==> config.mk <==
export PLATFORM = sky130hd
export DESIGN_NAME = alu_seq
export DESIGN_NICKNAME = d
export VERILOG_FILES = /design/src/rtl/alu_seq.sv
export SDC_FILE = /design/constraint.sdc
export NUM_CORES = 1
export LEC_CHECK = 0
export BUFFER_PORTS_ARGS = -buffer_cell sky130_fd_sc_hd__buf_4
export CELL_PAD_IN_SITES_DETAIL_PLACEMENT = 2
export CELL_PAD_IN_SITES_GLOBAL_PLACEMENT = 2
export CORE_MARGIN = 3
export CORE_UTILIZATION = 38
export DETAILED_ROUTE_END_ITERATION = 10
export PLACE_DENSITY_LB_ADDON = 0.1
export SLEW_MARGIN = 20
export SYNTH_ARGS = -nofsm -noshare
export SYNTH_HDL_FRONTEND = slang
export SYNTH_SLANG_ARGS = --single-unit
==> constraint.sdc <==
create_clock -name clk -period 5.1 [get_ports clk]
set_clock_uncertainty 0.1 [all_clocks]
set_input_delay 0.255 -clock clk [delete_from_list [all_inputs] [get_ports clk]]
set_output_delay 0.255 -clock clk [all_outputs]
set_load 0.02 [all_outputs]
==> src/rtl/alu_seq.sv <==
// Registered ALU with valid/ready handshake, C/V/Z/N flags and iterative shift/rotate.
// Define ALU_SEQ_MUL_EN to build the iterative unsigned multiply on Sel=1101.
module alu_seq #(
  parameter int BITS = 16
) (
  input  logic            clk,
  input  logic            rst_n,
  input  logic            in_valid,
  output logic            in_ready,
  input  logic [3:0]      Sel,
  input  logic            Cin,
  input  logic [BITS-1:0] A,
  input  logic [BITS-1:0] B,
  output logic            out_valid,
  input  logic            out_ready,
  output logic [BITS-1:0] Out,
  output logic            Cout,
  output logic            statV,
  output logic            statZ,
  output logic            statN,
  output logic            busy
);
  localparam int SHW = $clog2(BITS);

  localparam logic [1:0] IDLE  = 2'd0;
  localparam logic [1:0] SHIFT = 2'd1;
  localparam logic [1:0] MUL   = 2'd2;
  localparam logic [1:0] DONE  = 2'd3;

  logic [1:0]      state_q, state_d;
  logic [BITS-1:0] out_q, out_d, work_q, work_d;
  logic            c_q, c_d, v_q, v_d, z_q, z_d;
  logic [2:0]      op_q, op_d;
  logic [SHW-1:0]  cnt_q, cnt_d;
`ifdef ALU_SEQ_MUL_EN
  logic [BITS-1:0] mhi_q, mhi_d, mlo_q, mlo_d;
  logic [BITS:0]   madd;
`endif

  // single-cycle table
  logic [BITS-1:0] sc_b, sc_l, sc_res;
  logic            sc_ci, sc_ar, sc_c, sc_v;
  logic [BITS:0]   sc_sum;

  always_comb begin
    sc_b  = '0;
    sc_ci = 1'b0;
    sc_ar = 1'b0;
    sc_l  = A;
    case ({Sel[2:0], Cin})
      4'b0001: begin sc_ar = 1'b1; sc_ci = 1'b1; end
      4'b0010: begin sc_ar = 1'b1; sc_b = B; end
      4'b0011: begin sc_ar = 1'b1; sc_b = B; sc_ci = 1'b1; end
      4'b0100: begin sc_ar = 1'b1; sc_b = ~B; end
      4'b0101: begin sc_ar = 1'b1; sc_b = ~B; sc_ci = 1'b1; end
      4'b0110: begin sc_ar = 1'b1; sc_b = '1; end
      4'b1000, 4'b1001: sc_l = A & B;
      4'b1010, 4'b1011: sc_l = A | B;
      4'b1100, 4'b1101: sc_l = A ^ B;
      4'b1110, 4'b1111: sc_l = ~A;
      default: sc_l = A;
    endcase
    sc_sum = {1'b0, A} + {1'b0, sc_b} + {{BITS{1'b0}}, sc_ci};
    sc_res = sc_ar ? sc_sum[BITS-1:0] : sc_l;
    sc_c   = sc_ar & sc_sum[BITS];
    sc_v   = sc_ar & (A[BITS-1] == sc_b[BITS-1]) & (sc_sum[BITS-1] != A[BITS-1]);
  end

  // one bit position per cycle; sh_bit is the bit leaving the word
  logic [BITS-1:0] sh_res;
  logic            sh_bit;

  always_comb begin
    sh_res = work_q;
    sh_bit = 1'b0;
    case (op_q)
      3'd0: begin sh_res = {work_q[BITS-2:0], 1'b0};         sh_bit = work_q[BITS-1]; end
      3'd1: begin sh_res = {1'b0, work_q[BITS-1:1]};         sh_bit = work_q[0]; end
      3'd2: begin sh_res = {work_q[BITS-1], work_q[BITS-1:1]}; sh_bit = work_q[0]; end
      3'd3: begin sh_res = {work_q[BITS-2:0], work_q[BITS-1]}; sh_bit = work_q[BITS-1]; end
      3'd4: begin sh_res = {work_q[0], work_q[BITS-1:1]};    sh_bit = work_q[0]; end
      default: ;
    endcase
  end

`ifdef ALU_SEQ_MUL_EN
  // work_q holds the multiplicand; {mhi,mlo} is the product/multiplier pair
  assign madd = {1'b0, mhi_q} + (mlo_q[0] ? {1'b0, work_q} : {(BITS+1){1'b0}});
`endif

  logic [BITS-1:0] res;
  logic            res_c, res_v, load;
  logic [SHW-1:0]  k;

  assign k = B[SHW-1:0];

  always_comb begin
    state_d = state_q;
    work_d  = work_q;
    op_d    = op_q;
    cnt_d   = cnt_q;
    out_d   = out_q;
    c_d     = c_q;
    v_d     = v_q;
    z_d     = z_q;
    res     = '0;
    res_c   = 1'b0;
    res_v   = 1'b0;
    load    = 1'b0;
`ifdef ALU_SEQ_MUL_EN
    mhi_d   = mhi_q;
    mlo_d   = mlo_q;
`endif
    case (state_q)
      IDLE: if (in_valid) begin
        op_d   = Sel[2:0];
        work_d = A;
        if (!Sel[3]) begin
          res = sc_res; res_c = sc_c; res_v = sc_v; load = 1'b1;
          state_d = DONE;
        end else if (Sel[2:0] <= 3'd4 && k != '0) begin
          cnt_d   = k - {{(SHW-1){1'b0}}, 1'b1};
          state_d = SHIFT;
`ifdef ALU_SEQ_MUL_EN
        end else if (Sel[2:0] == 3'd5) begin
          cnt_d   = '1;
          mhi_d   = '0;
          mlo_d   = B;
          state_d = MUL;
`endif
        end else begin
          // reserved ops and zero-length shifts pass A through
          res = A; load = 1'b1;
          state_d = DONE;
        end
      end
      SHIFT: begin
        work_d = sh_res;
        cnt_d  = cnt_q - {{(SHW-1){1'b0}}, 1'b1};
        if (cnt_q == '0) begin
          res = sh_res; res_c = sh_bit; load = 1'b1;
          state_d = DONE;
        end
      end
`ifdef ALU_SEQ_MUL_EN
      MUL: begin
        mhi_d = madd[BITS:1];
        mlo_d = {madd[0], mlo_q[BITS-1:1]};
        cnt_d = cnt_q - {{(SHW-1){1'b0}}, 1'b1};
        if (cnt_q == '0) begin
          res = {madd[0], mlo_q[BITS-1:1]}; res_c = |madd[BITS:1]; res_v = |madd[BITS:1];
          load = 1'b1;
          state_d = DONE;
        end
      end
`endif
      DONE: if (out_ready) state_d = IDLE;
      default: state_d = IDLE;
    endcase
    if (load) begin
      out_d = res;
      c_d   = res_c;
      v_d   = res_v;
      z_d   = (res == '0);
    end
  end

  always_ff @(posedge clk or negedge rst_n) begin
    if (!rst_n) begin
      state_q <= IDLE;
      work_q  <= '0;
      op_q    <= '0;
      cnt_q   <= '0;
      out_q   <= '0;
      c_q     <= 1'b0;
      v_q     <= 1'b0;
      z_q     <= 1'b0;
`ifdef ALU_SEQ_MUL_EN
      mhi_q   <= '0;
      mlo_q   <= '0;
`endif
    end else begin
      state_q <= state_d;
      work_q  <= work_d;
      op_q    <= op_d;
      cnt_q   <= cnt_d;
      out_q   <= out_d;
      c_q     <= c_d;
      v_q     <= v_d;
      z_q     <= z_d;
`ifdef ALU_SEQ_MUL_EN
      mhi_q   <= mhi_d;
      mlo_q   <= mlo_d;
`endif
    end
  end

  assign Out       = out_q;
  assign Cout      = c_q;
  assign statV     = v_q;
  assign statZ     = z_q;
  assign statN     = out_q[BITS-1];
  assign out_valid = (state_q == DONE);
  assign in_ready  = (state_q == IDLE);
  assign busy      = (state_q != IDLE);

endmodule

# Word level (Yosys, flattened, before mapping)

Cells that the tools add are included.

Add/subtract/negate cells: 4
Multipliers: 0
Divide/modulo/power cells: 0
$lt $le $gt $ge: 1
Equal/unequal tests: 27
Shifts and indexed selects: 0
Multiplexer cells: 36
Bitwise logic cells: 8
Reduce and logical (&&, ||, !) cells: 22

Operator list:

| cell                | count |
|---|---|
| $mux 16             | 6 |
| $pmux 16 s5         | 1 |
| $pmux 16 s2         | 2 |
| $pmux 16 s4         | 1 |
| $pmux 16 s3         | 1 |
| $eq 4x4->1 const B  | 8 |
| $not 16->16         | 2 |
| $add 16x16->17      | 1 |
| $add 17x1->17       | 1 |
| $and 16x16->16      | 1 |
| $logic_not 16->1    | 1 |
| $or 16x16->16       | 1 |
| $xor 16x16->16      | 1 |
| $reduce_or 2->1     | 7 |
| $eq 4x3->1 const B  | 3 |
| $mux 1              | 12 |
| $mux 4              | 3 |
| $mux 2              | 5 |
| $eq 4x2->1 const B  | 2 |
| $pmux 4 s2          | 1 |
| $sub 4x1->4 const B | 2 |
| $eq 3x2->1 const B  | 2 |
| $ne 2x1->1 const B  | 3 |
| $pmux 1 s2          | 3 |
| other kinds (22)    | 28 |

Register bits after elaboration: 44
Latch bits: 0
Memory bits (writable): 0
ROM bits: 0
Output and inout bits: 23
Word-level logic and storage cells: 106
Memories: 0

# Depth between registers and ports, before layout

Word-level depth: 10
Depth in mapped cells: 18
Gate-level depth less buffers: 15

# Least setup slack after synthesis

OpenSTA, ideal clock, no wires.

Path kind: input-to-reg
Start: input Sel[1]
End: register z_q (netlist: statZ)
Setup time: 0.092 ns
Arrival time: 4.161 ns
Data required time: 4.908 ns
Slack: 0.747 ns
Cell stages on the path: 18
Cells stage by stage: buf_2 buf_2 buf_1 clkbuf_1 clkbuf_1 a21oi_1 fa_1 inv_1 fa_1 nor2b_1 o2111ai_1 nand3_1 a41oi_1 xnor2_1 a221o_1 nor2_1 or4b_1 o31ai_2

Word-level cells in the longest chain between the ends: 10
Elaborated cells between the ends (all ways): 40

RTL lines:

| what                                     | line | source |
|---|---|---|
| from (decl)                              | 10   | `input logic [3:0] Sel,` |
| $eq 4x3->1 or $eq 4x2->1 (tied branches) | 50   | `case ({Sel[2:0], Cin})` |
| $reduce_or 2->1 (no line)                | n/a  |  |
| $pmux 16 s3                              | 50   |  |
| $add 16x16->17                           | 63   | `sc_sum = {1'b0, A} + {1'b0, sc_b} + {{BITS{1'b0}}, sc_ci};` |
| $add 17x1->17                            | 63   |  |
| $mux 16                                  | 64   | `sc_res = sc_ar ? sc_sum[BITS-1:0] : sc_l;` |
| $mux 16                                  | 118  | `if (!Sel[3]) begin` |
| $mux 16                                  | 115  | `IDLE: if (in_valid) begin` |
| $pmux 16 s2                              | 114  | `case (state_q)` |
| $logic_not 16->1                         | 164  | `z_d = (res == '0);` |
| to (signal assigned)                     | 190  | `z_q <= z_d;` |
| to (decl)                                | 32   | `logic c_q, c_d, v_q, v_d, z_q, z_d;` |

Parallel ways exist; a longest one is shown, timed or not.
A chain may end at the register's enable or synchronous reset.

# Worst setup path after layout

Ends and elaborated chain as after synthesis.

==> results.cfg <==
[die]
die_y_um = 124
initial_core_util = 0.395
io_pins = 64
die_x_um = 124
fp.dieArea_mm2 = 0.0154
rows = 42
core_mm2 = 0.0135

[routing]
wl_per_cell_um = 25.1
drt.antenna.violating_nets = 0
drtPass1Iterations = 5
wirelength_um = 22700
dr_total_vias = 5623
viasPerCell = 6.23
initialDrtViolationCount = 418
drc = 0

[yosys]
synth_top_family_by_area = compound AO/OA/AOI/OAI gates
synth_fa_ha_area_frac = 0.121
yosys.area_share.simple = 0.198
synth_seq_cells = 44
synth_top_cells_by_count = 85 x nor2_1, 59 x a21oi_1, 50 x inv_1, 50 x nand2_1, 48 x ha_1
postSynthCellCount = 693
synth_top_flop_cell = dfrtp_1
synthArstFlopShare = 1.00
synth_area_leaders = dfrtp_1 21%, ha_1 11%, mux2i_1 7.2%, nor2_1 6.0%, a21oi_1 5.6%
yosysTopAreaCell = dfrtp_1
synth_top_area_frac = 0.207
syn_nets = 784
syn_area_mm2 = 0.00531
yosysWarnings = 0
synth_compound_area_frac = 0.268
yosysMostFrequentCell = nor2_1
ys_seq_area_frac = 0.207
synth_cell_types = 73
synth-xor-area-share = 0.0196
synthMuxAreaShare = 0.108
synth_edf_count = 0
synth_area_per_cell_um2 = 7.66

[worst_setup_path]
crit_required_ns = 5.21
worstPathMaxFanout = 14
cp.arrival_ns = 4.30
start_kind = input port
crit_type = input port to register
cp-end-kind = register

[placed_design]
pre_cts_ws_ns = 0.656
place_congestion = 0.880
portBuffers = 63
dp_cells = 893
dp_hpwl_um = 17500

[cells_and_area]
nNetsFinal = 816
drive_gt1_frac = 0.157
multi_input_area_mm2 = 0.00380
syn_to_final_growth_pct = 13.1
num_antenna_cells = 0
final_cell_count_no_fill = 902
n_fill_cell = 1591
seq_area_mm2 = 0.00110

[timing]
fin_crit_sh = 0.820
worst_pin_slew_ns = 0.845
finalHoldViolCount = 0
final-setup-viol-count = 0
setup_ws_ns = 0.917
drv_slew = 0
max_freq_mhz = 239
slew_headroom = 0.435
fin_crit_ns = 4.18
tns_ns = 0
grt_setup_unrepaired = no

[clocking]
cts_tree = built
cts_root_buf = clkbuf_16
cts_buffers = 5
cts.path.max_buffers = 2
clkLatencyLatePin_ns = 0.30
htree_num_levels = 2
cts.sinks = 44
cts.clk_slew.worst_paths_ns = 0.07

[power]
power.total_mw = 2.94
cellLeakagePower_nw = 2.80
power_density_mw_per_mm2 = 490
ir_drop_mv = 0.234

[outcome]
run_status = finished clean

[global_routing]
overflow = 0
grt_pass1_wl_um = 35900
grt_usage = 0.292
first_global_vias = 6054
antenna_found_initial = 0
grt_max_degree = 53

[min_path]
hold_path_class = input port to register

[flow_run]
drv_cap = 0
report_power, final:
group / switching (mW) / internal, mW
Clock: 0.154 / 0.196
Sequential: 0.237 / 0.527
Combinational: 1.12 / 0.707
Total: 1.51 / 1.43
flip-flops by register name, summed over array words and instances (netlist names):
| name | flops |
|---|---|
| Out | 16 |
| statV | 1 |
| cnt_q | 4 |
| work_q | 16 |
| op_q | 3 |
| state_q | 2 |
| statZ | 1 |
| Cout | 1 |
final timing paths:
kind / cells past startpoint / end / slack [ns] / from
max in group asynchronous: 2 / cnt_q[3] / 4.05 / rst_n
worst min-delay path: 2 / state_q[0] / 0.04 / out_ready
worst max register to register: 9 / statZ / 1.28 / op_q[1]
worst max-delay path: 16 / statZ / 0.92 / Sel[1]
worst min register to register: 2 / Out[5] / 0.39 / Out[5]
min in group asynchronous: 2 / work_q[13] / 0.43 / rst_n
per-layer routing:
| metal | vias to the layer above | track usage | wire, µm |
|---|---|---|---|
| met3 | 56 | 0.0395 | 764 |
| li1 | 2566 | - | - |
| met4 | 0 | 0.121 | 974 |
| met2 | 136 | 0.492 | 11000 |
| met1 | 2865 | 0.375 | 9930 |
| met5 | - | 0 | 0 |
cells in the final DEF (no fill, tap or decap), types with 9 or more instances in the layout:
cell type	count
inv_1	50
mux2i_1	38
o21ai_0	45
a31oi_1	9
o211ai_1	20
o22ai_1	16
buf_4	72
dfrtp_1	44
ha_1	48
nor2_1	85
a21o_1	13
a22oi_1	9
nand2_1	50
nor3_1	11
nand3_1	10
a21oi_1	59
mux2_2	9
or3_1	15
a211oi_1	9
per-stage QoR:
| step | hold slack (ns) | utilization | instance area [µm²] |
|---|---|---|---|
| CTS | 0.0337 | 0.446 | 6000 |
| floorplan | -0.141 | - | 5310 |
| global route | 0.0397 | 0.446 | 6010 |
| global placement | 0.196 | 0.434 | 5840 |
| detailed placement | 0.209 | 0.434 | 5840 |
| finish | 0.0446 | 0.446 | 6010 |
worst max-delay path: stages:
cell	delay (ns)
buf_4	0.18
and3_4	0.22
or2_2	0.40
nor2_1	0.18
fa_1	0.25
inv_1	0.09
fa_1	0.44
nor2b_1	0.21
o21ai_0	0.14
xnor2_1	0.14
a221oi_1	0.26
o21ai_0	0.18
nor4_2	0.44
nand4_1	0.15
or4b_1	0.53
o31ai_2	0.21
cells by family (layout without fill, tap and decap cells):
group                    count (synthesis)  count (layout)
buffers and inverters                   98             131
XOR/XNOR                                11              11
AND/OR/NAND/NOR                        219             219
adder cells (fa/ha/maj)                 50              50
AO/OA/AOI/OAI                          220             220
flip-flops                              44              44
multiplexers                            51              51
layout make-up:
cell class | instances | area share
multi-input combinational | 551 | 0.632
sequential | 44 | 0.183
timing repair buffer | 73 | 0.0917
tap | 176 | 0.0367
inverter | 50 | 0.0313
clock buffer | 7 | 0.0238
clock inverter | 1 | 0.00125
what timing repair did:
item	4_1_cts	5_1_grt
endpoints found under the hold margin	44	0
gates resized for setup	0	0
hold buffers	1	0
setup buffers	0	0
(Power assumes the default switching activity.)
